### src/rtl/stage_mem_pkg.sv
// -----------------------------------------------------------------------------
// Package: types
// Purpose: Shared definitions for the memory pipeline stage (stage_mem).
//          Holds the MEM-stage FSM state encoding and a small helper for the
//          branch/jump decision, so the top and any checker bound to it agree
//          on the same encoding.
// Contents:
//   MemState     - MEM_IDLE / MEM_WAIT FSM states
//   mem_pc_src() - redirect decision: jump, or branch with zero flag set
// -----------------------------------------------------------------------------
package types;

    typedef enum logic {
        MEM_IDLE = 1'b0,
        MEM_WAIT = 1'b1
    } MemState;

    function automatic logic mem_pc_src(input logic is_jump,
                                        input logic is_branch,
                                        input logic is_zero);
        return is_jump | (is_branch & is_zero);
    endfunction

endpackage

### src/rtl/stage_mem_wait_timer.sv
// -----------------------------------------------------------------------------
// Module: mem_wait_timer
// Purpose: Wait-cycle counter for stage_mem. Counts consecutive cycles spent
//          in MEM_WAIT and flags the cycle on which the count reaches
//          TIMEOUT_CYCLES-1. Only instantiated when MEM_TIMEOUT_EN is defined.
// Ports:
//   i_Clock    - clock, rising edge
//   i_Reset    - asynchronous active-high reset, clears the count
//   i_count_en - high while the stage sits in MEM_WAIT
//   o_expired  - high during the MEM_WAIT cycle whose count is TIMEOUT_CYCLES-1
// -----------------------------------------------------------------------------
module mem_wait_timer #(
    parameter int TIMEOUT_CYCLES = 16
) (
    input  logic i_Clock,
    input  logic i_Reset,
    input  logic i_count_en,
    output logic o_expired
);

    localparam int CW = (TIMEOUT_CYCLES > 1) ? $clog2(TIMEOUT_CYCLES) : 1;
    localparam logic [CW-1:0] LAST = CW'(TIMEOUT_CYCLES - 1);

    logic [CW-1:0] cnt_q;
    logic [CW-1:0] cnt_d;

    // The count restarts from zero every time the stage leaves MEM_WAIT, so
    // each new wait episode gets its own full budget.
    always_comb begin
        cnt_d = '0;
        if (i_count_en) begin
            cnt_d = cnt_q + CW'(1);
        end
    end

    always_ff @(posedge i_Clock or posedge i_Reset) begin
        if (i_Reset) begin
            cnt_q <= '0;
        end else begin
            cnt_q <= cnt_d;
        end
    end

    assign o_expired = i_count_en & (cnt_q == LAST);

endmodule

### src/rtl/stage_mem.sv
// -----------------------------------------------------------------------------
// Module: stage_mem
// Purpose: MEM pipeline stage. Issues the data-bus access for loads/stores,
//          stalls upstream while the bus is not ready, loads the MEM/WB
//          pipeline registers on completion (bubbles while stalled), and
//          resolves the branch/jump redirect combinationally.
// Configuration:
//   MEM_TIMEOUT_EN - when defined, a mem_wait_timer aborts a bus access after
//                    TIMEOUT_CYCLES wait cycles and pulses o_bus_error for one
//                    cycle. When undefined, MEM_WAIT lasts until i_MemReady,
//                    no counter exists and o_bus_error is tied 0.
// Ports:
//   i_Clock, i_Reset          - clock (rising edge), async active-high reset
//   i_AluOut, i_WriteData     - EX result (address/passthrough), store data
//   i_is_zero, i_reg_we, i_mem_we, i_MemToReg, i_is_branch, i_is_jump
//                             - EX control; i_MemToReg=1 means load
//   i_WriteReg, i_pc_branch   - destination register, branch target
//   o_MemAddr, o_MemWrData, o_MemWe, o_MemRe, i_MemRdData, i_MemReady
//                             - data bus
//   o_ReadData, o_AluOut, o_reg_we, o_MemToReg, o_WriteReg
//                             - MEM/WB pipeline registers
//   o_stall, o_pc_src, o_pc_branch, o_bus_error
//                             - upstream freeze, redirect, timeout pulse
//   o_dbg_state               - current FSM state (MemState encoding)
//
// Handshake: an access is presented with a strobe (o_MemWe/o_MemRe) and
// completes on the rising edge where i_MemReady=1 while the strobe is high.
// While o_stall=1 upstream holds every input steady, so the stage reads the
// access straight from its inputs and never re-latches them.
// -----------------------------------------------------------------------------
module stage_mem
    import types::*;
#(
    parameter int DATA_DBUS_WIDTH = 32,
    parameter int ADDR_DBUS_WIDTH = 32,
    parameter int ADDR_IBUS_WIDTH = 32,
    parameter int TIMEOUT_CYCLES  = 16
) (
    input  logic                       i_Clock,
    input  logic                       i_Reset,
    input  logic [DATA_DBUS_WIDTH-1:0] i_AluOut,
    input  logic [DATA_DBUS_WIDTH-1:0] i_WriteData,
    input  logic                       i_is_zero,
    input  logic                       i_reg_we,
    input  logic                       i_mem_we,
    input  logic                       i_MemToReg,
    input  logic                       i_is_branch,
    input  logic                       i_is_jump,
    input  logic [4:0]                 i_WriteReg,
    input  logic [ADDR_IBUS_WIDTH-1:0] i_pc_branch,
    output logic [ADDR_DBUS_WIDTH-1:0] o_MemAddr,
    output logic [DATA_DBUS_WIDTH-1:0] o_MemWrData,
    output logic                       o_MemWe,
    output logic                       o_MemRe,
    input  logic [DATA_DBUS_WIDTH-1:0] i_MemRdData,
    input  logic                       i_MemReady,
    output logic [DATA_DBUS_WIDTH-1:0] o_ReadData,
    output logic [DATA_DBUS_WIDTH-1:0] o_AluOut,
    output logic                       o_reg_we,
    output logic                       o_MemToReg,
    output logic [4:0]                 o_WriteReg,
    output logic                       o_stall,
    output logic                       o_pc_src,
    output logic [ADDR_IBUS_WIDTH-1:0] o_pc_branch,
    output logic                       o_bus_error,
    output logic                       o_dbg_state
);

    MemState state_q;
    MemState state_d;

    logic access;
    logic is_load;
    logic abort;
    logic wb_load;

    logic [DATA_DBUS_WIDTH-1:0] read_data_q;
    logic [DATA_DBUS_WIDTH-1:0] alu_out_q;
    logic                       reg_we_q;
    logic                       mem_to_reg_q;
    logic [4:0]                 write_reg_q;

    // A store with i_MemToReg also set is a store only; it must not read.
    assign access  = i_mem_we | i_MemToReg;
    assign is_load = i_MemToReg & ~i_mem_we;

    // ------------------------------------------------------------------
    // Optional wait timeout
    // ------------------------------------------------------------------
`ifdef MEM_TIMEOUT_EN
    logic timer_expired;
    logic bus_error_q;

    mem_wait_timer #(
        .TIMEOUT_CYCLES(TIMEOUT_CYCLES)
    ) u_wait_timer (
        .i_Clock   (i_Clock),
        .i_Reset   (i_Reset),
        .i_count_en(state_q == MEM_WAIT),
        .o_expired (timer_expired)
    );

    assign abort = (state_q == MEM_WAIT) & access & ~i_MemReady & timer_expired;

    // Registered so the error is a clean single-cycle pulse after the abort edge.
    always_ff @(posedge i_Clock or posedge i_Reset) begin
        if (i_Reset) begin
            bus_error_q <= 1'b0;
        end else begin
            bus_error_q <= abort;
        end
    end

    assign o_bus_error = bus_error_q;
`else
    assign abort       = 1'b0;
    assign o_bus_error = 1'b0;
`endif

    // ------------------------------------------------------------------
    // FSM: state register
    // ------------------------------------------------------------------
    always_ff @(posedge i_Clock or posedge i_Reset) begin
        if (i_Reset) begin
            state_q <= MEM_IDLE;
        end else begin
            state_q <= state_d;
        end
    end

    // ------------------------------------------------------------------
    // FSM: next state and outputs
    // Reset gates the strobes and stall combinationally so an access that is
    // waiting on the bus is dropped the moment reset rises, not at the edge.
    // ------------------------------------------------------------------
    always_comb begin
        state_d = state_q;
        o_MemWe = 1'b0;
        o_MemRe = 1'b0;
        o_stall = 1'b0;

        unique case (state_q)
            MEM_IDLE: begin
                if (access) begin
                    o_MemWe = i_mem_we;
                    o_MemRe = is_load;
                    if (!i_MemReady) begin
                        o_stall = 1'b1;
                        state_d = MEM_WAIT;
                    end
                end
            end
            MEM_WAIT: begin
                o_MemWe = i_mem_we;
                o_MemRe = is_load;
                if (!access || i_MemReady || abort) begin
                    state_d = MEM_IDLE;
                end else begin
                    o_stall = 1'b1;
                end
            end
            default: begin
                state_d = MEM_IDLE;
            end
        endcase

        if (i_Reset) begin
            o_MemWe = 1'b0;
            o_MemRe = 1'b0;
            o_stall = 1'b0;
        end
    end

    assign o_MemAddr   = ADDR_DBUS_WIDTH'(i_AluOut);
    assign o_MemWrData = i_WriteData;
    assign o_dbg_state = state_q;

    // ------------------------------------------------------------------
    // MEM/WB pipeline registers
    // A stalled or aborted edge sends a bubble: only the write enables are
    // cleared, the data fields keep their previous contents.
    // ------------------------------------------------------------------
    assign wb_load = ~o_stall & ~abort;

    always_ff @(posedge i_Clock or posedge i_Reset) begin
        if (i_Reset) begin
            read_data_q  <= '0;
            alu_out_q    <= '0;
            reg_we_q     <= 1'b0;
            mem_to_reg_q <= 1'b0;
            write_reg_q  <= '0;
        end else if (wb_load) begin
            read_data_q  <= is_load ? i_MemRdData : '0;
            alu_out_q    <= i_AluOut;
            reg_we_q     <= i_reg_we;
            mem_to_reg_q <= i_MemToReg;
            write_reg_q  <= i_WriteReg;
        end else begin
            reg_we_q     <= 1'b0;
            mem_to_reg_q <= 1'b0;
        end
    end

    assign o_ReadData = read_data_q;
    assign o_AluOut   = alu_out_q;
    assign o_reg_we   = reg_we_q;
    assign o_MemToReg = mem_to_reg_q;
    assign o_WriteReg = write_reg_q;

    // ------------------------------------------------------------------
    // Branch / jump redirect
    // ------------------------------------------------------------------
    assign o_pc_src    = mem_pc_src(i_is_jump, i_is_branch, i_is_zero);
    assign o_pc_branch = i_pc_branch;

endmodule

### config.mk
export PLATFORM = sky130hd
export DESIGN_NAME = stage_mem
export DESIGN_NICKNAME = d
export VERILOG_FILES = /design/src/rtl/stage_mem_pkg.sv /design/src/rtl/stage_mem_wait_timer.sv /design/src/rtl/stage_mem.sv
export SDC_FILE = /design/constraint.sdc
export NUM_CORES = 1
export LEC_CHECK = 0
export BUFFER_PORTS_ARGS = -buffer_cell sky130_fd_sc_hd__buf_4
export CAP_MARGIN = 10
export CORE_AREA = 2 2 122 124
export DETAILED_ROUTE_END_ITERATION = 7
export DIE_AREA = 0 0 124 126
export PLACE_DENSITY_LB_ADDON = 0.2
export SETUP_SLACK_MARGIN = 0.2
export SLEW_MARGIN = 20
export SYNTH_ARGS = -nofsm -noshare
export SYNTH_HDL_FRONTEND = slang
export SYNTH_HIERARCHICAL = 1
export SYNTH_SLANG_ARGS = --single-unit
### constraint.sdc
create_clock -name i_Clock -period 4.06 [get_ports i_Clock]
set_input_delay 0 -clock i_Clock [delete_from_list [all_inputs] [get_ports i_Clock]]
set_output_delay 0 -clock i_Clock [all_outputs]
set_load 0.01 [all_outputs]
; Word-level counts from Yosys, hierarchy flattened
; Index checks and enable logic that the tools add are counted.
; Widths: inputs -> output; s select.
[op_classes]
n_mux = 14
bitwise = 6
reduce_logical = 2
[op_table]
columns = operator, n
row1 = $mux 32, 1
row2 = $mux 1, 10
row3 = $pmux 1 s2, 3
row4 = $and 1x1->1, 2
row5 = $not 1->1, 2
row6 = $or 1x1->1, 2
row7 = $logic_not 1->1, 1
row8 = $logic_or 1x1->1, 1
[word_totals]
register_bits = 72
in_bits = 142
elab_cells = 28

; Longest topological paths before layout
[logic_depth]
depth_word = 7
ltp_mapped = 6
depth_no_buf = 3

; Worst setup path after synthesis
; Ideal clock, no wire load.
[synth_path]
path_kind = input port to flip-flop
startpoint = input port i_mem_we
endpoint = register alu_out_q[0], in the netlist o_AluOut[0]
setup_time_ps = 125
arrival_time_ps = 887
t_required_ps = 3935
slack_ps = 3048
cell_stages = 5
cell_sequence = buf_4 > nor2_4 > nor3_4 > buf_6 > mux2_2
[synth_via]
elab_chain_cells = 6
[synth_rtl]
columns = item, line
row1 = start: declaration, stage_mem.sv:45  ; input logic i_mem_we,
row2 = $or 1x1->1 *, stage_mem.sv:84  ; assign access = i_mem_we | i_MemToReg;
row3 = $logic_not 1->1, stage_mem.sv:156  ; if (!access || i_MemReady || abort) begin
row4 = $logic_or 1x1->1, stage_mem.sv:156
row5 = $mux 1, stage_mem.sv:156
row6 = $pmux 1 s2 *, stage_mem.sv:142  ; unique case (state_q)
row7 = $mux 1 *, stage_mem.sv:167  ; if (i_Reset) begin
row8 = end signal: assignment, stage_mem.sv:194  ; alu_out_q <= i_AluOut;
row9 = end: declaration, stage_mem.sv:78  ; logic [DATA_DBUS_WIDTH-1:0] alu_out_q;
; Mark *: on every way between the ends. The rest lies on a longest branch, timed or not.
; A chain may end at the register's enable or synchronous reset.

; Final worst setup path
[layout_path]
startpoint = input port i_MemReady
endpoint = output port o_stall
[layout_via]
elab_chain_cells = 4
[layout_rtl]
columns = item, line
row1 = start: declaration, stage_mem.sv:56  ; input logic i_MemReady,
row2 = $mux 1 or $logic_or 1x1->1 (tied branches), "stage_mem.sv:147, stage_mem.sv:156"
row3 = "$mux 1, on equally long branches", "stage_mem.sv:144, stage_mem.sv:156"
row4 = $pmux 1 s2 *, stage_mem.sv:142
row5 = $mux 1 *, stage_mem.sv:167
row6 = end: declaration, stage_mem.sv:62  ; output logic o_stall,
; Marks and branches as above.

==> metrics.txt <==
# DRC=0; RSZ-0062 raised after global routing=no; worst min path class=input port to output port; first-pass GRT wire length=around 14000 µm; commonest cells after routing, fill and taps aside=buf_4 (187), dlygate4sd3_1 (72), dfrtp_1 (72); Post-Syn Area=0.00361 mm²; Vias per Instance=approximately 4.2; total core area=between 0.01 and 0.015 mm²; DR iter-0 viols=between 60 and 70; CP Max Fanout=slightly below 50; I/O Buffers=roughly 190; Die W=about 120 µm; antenna viol nets, final=0; Post-Syn Instances=approximately 310; grt ovf=0; register area share after synthesis=around half; pwr dens=367 mW/mm²; clk buf depth=2; Final TNS setup=0 ps; routability-driven placement congestion ratio=0.701; Setup crit end kind=output port; max-slew violation count=0; CTS Root Cell=clkbuf_16; status=finished, final reports clean; Mapped Nets=between 400 and 500; Multi-input gate area=~960 µm²; WS Path Type=input port to output port; Leak=between 2 and 3 nW; Post CTS Setup Buffer Count=0; fin crit share=around two fifths; Worst slew margin=between 50% and 60%; Req. time, crit path=4060 ps; final setup vio count=0; hpwl dp=between 6000 and 7000 µm; layout overhead on the synthesized area=50.8%; final-layout fill cell count=around 1400; die area=0.0156 mm²; CTS tree=built; synthesized flop and latch total=72; clk_lat worst skew=roughly 330 ps; area fraction of the dominant cell type after synthesis=about half; clock skew=0 ps; Die Height=roughly 130 µm; cell type with the highest aggregate area in the netlist=dfrtp_1; post-layout min period=roughly 1700 ps; grt met1 use=between 10% and 20%; final hold violation count=0; Initial Util=about 25%; H-Tree Depth=3; all-layer global routing usage=between 10% and 20%; synth warn=6; Tightest Pin Transition=653 ps; vias=2778; vias in the first global route=around 2800; GR met3 Demand/Resource=approximately 3.4%; share of the core filled with cells=around two fifths; I/O Pins=between 300 and 400; nets@finish=a little over 600; syn_area_per_cell=roughly 12 µm²; final wirelength=9590 µm; max_cap viols=0; FMAX=roughly 600 MHz; most common cell after layout, fill and taps aside=buf_4; CTS buffer count=9; busiest grt layer=met2; worst hold margin=0.00391 ps; Max VDD drop=between 0.1 and 0.15 mV; M2 GR Usage=about a fifth; wire length per cell=14.6 µm; Reg area=around 0.0018 mm²; Synth area leaders=dfrtp_1 (50%), buf_4 (20%), mux2_2 (12%); largest net degree at the start of global routing=50; clock tree sinks=just over 70; WP data arrival=1680 ps; number of core rows=44; DRT Pass-1 Iters=4; Distinct cells, synth=22; Critical Path Source Type=input port; diode count=0; initial antenna violation count=0; share of layout cells above drive strength 1=51.9%
worst max-delay path, stage by stage:
cell           delay (ps)
dlygate4sd3_1         570
buf_4                 170
nor3_4                160
buf_4                 520
buf_4                 230
final timing paths:
check / from / to / slack (ps) / cells past startpoint
max: i_MemReady / o_stall / 2380 / 5
min: i_WriteData[27] / o_MemWrData[27] / 0.004 / 0
max reg2reg: o_AluOut[15]$_DFFE_PP0N_ / o_AluOut[15]$_DFFE_PP0N_ / 3280 / 1
min reg2reg: o_AluOut[7]$_DFFE_PP0N_ / o_AluOut[7]$_DFFE_PP0N_ / 500 / 1
max in group asynchronous: i_Reset / o_AluOut[30]$_DFFE_PP0N_ / 2760 / 4
min in group asynchronous: i_Reset / o_ReadData[30]$_DFFE_PP0N_ / 330 / 3
stage by stage:
stage / instance area [µm²] / std cells / power (mW) / setup WS [ps]
5_1_grt: 5440 / 658 / 2.10 / 2270
4_1_cts: 5440 / 658 / 2.04 / 2050
6_report: 5440 / 658 / 2.00 / 2380
3_3_place_gp: 4400 / 570 / 1.11 / 2390
2_1_floorplan: 3610 / 313 / 1.02 / 2240
3_5_place_dp: 4400 / 570 / 1.11 / 2280
power by group:
part | total (mW) | internal [mW] | switching, mW
registers | 0.789 | 0.765 | 0.0244
logic | 0.361 | 0.212 | 0.149
clock network | 0.846 | 0.538 | 0.308
total | 2.00 | 1.52 | 0.481
cells in the mapped netlist, drive strengths merged:
library cell / number
inv: 1
nor2: 5
o211ai: 22
buf: 107
conb: 1
mux2: 37
nand2b: 1
clkbuf: 7
nor3: 1
dfrtp: 72
nor2b: 3
a21o: 1
a22o: 10
o21ai: 22
nand2: 22
or2: 1
routing by layer:
| layer | vias up | routed length, µm |
|---|---|---|
| met3 | 40 | 869 |
| li1 | 1278 | - |
| met5 | - | 0 |
| met1 | 1315 | 3560 |
| met2 | 145 | 4820 |
| met4 | 0 | 340 |
cell families (layout without fill, tap and decap cells):
logic type	count (synthesis)	count (layout)	synth area share [%]
buffers and inverters	115	276	23.6
other	1	1	0.104
DFF	72	72	49.9
muxes	37	37	11.5
and+or+nand+nor	33	33	4.54
AOI/OAI and AO/OA	55	55	10.3
flip-flops by register name, summed over array words and instances (netlist names):
name and flops:
o_AluOut 32, o_WriteReg 5, o_reg_we 1, o_dbg_state 1
o_MemToReg 1, o_ReadData 32
final cells by class:
class	count	share of cell area, %
timing repair buffer	259	39.0
sequential	72	33.1
multi-input combinational	126	17.6
tap	184	4.23
clock buffer	9	4.14
clock inverter	7	1.77
inverter	1	0.0920
what timing repair did:
| item | CTS | global route |
|---|---|---|
| endpoints found under the hold margin | 99 | 0 |
| resized for setup | 0 | 0 |
| hold buffers | 72 | 0 |
No activity file was read; power rests on OpenSTA's default activity.
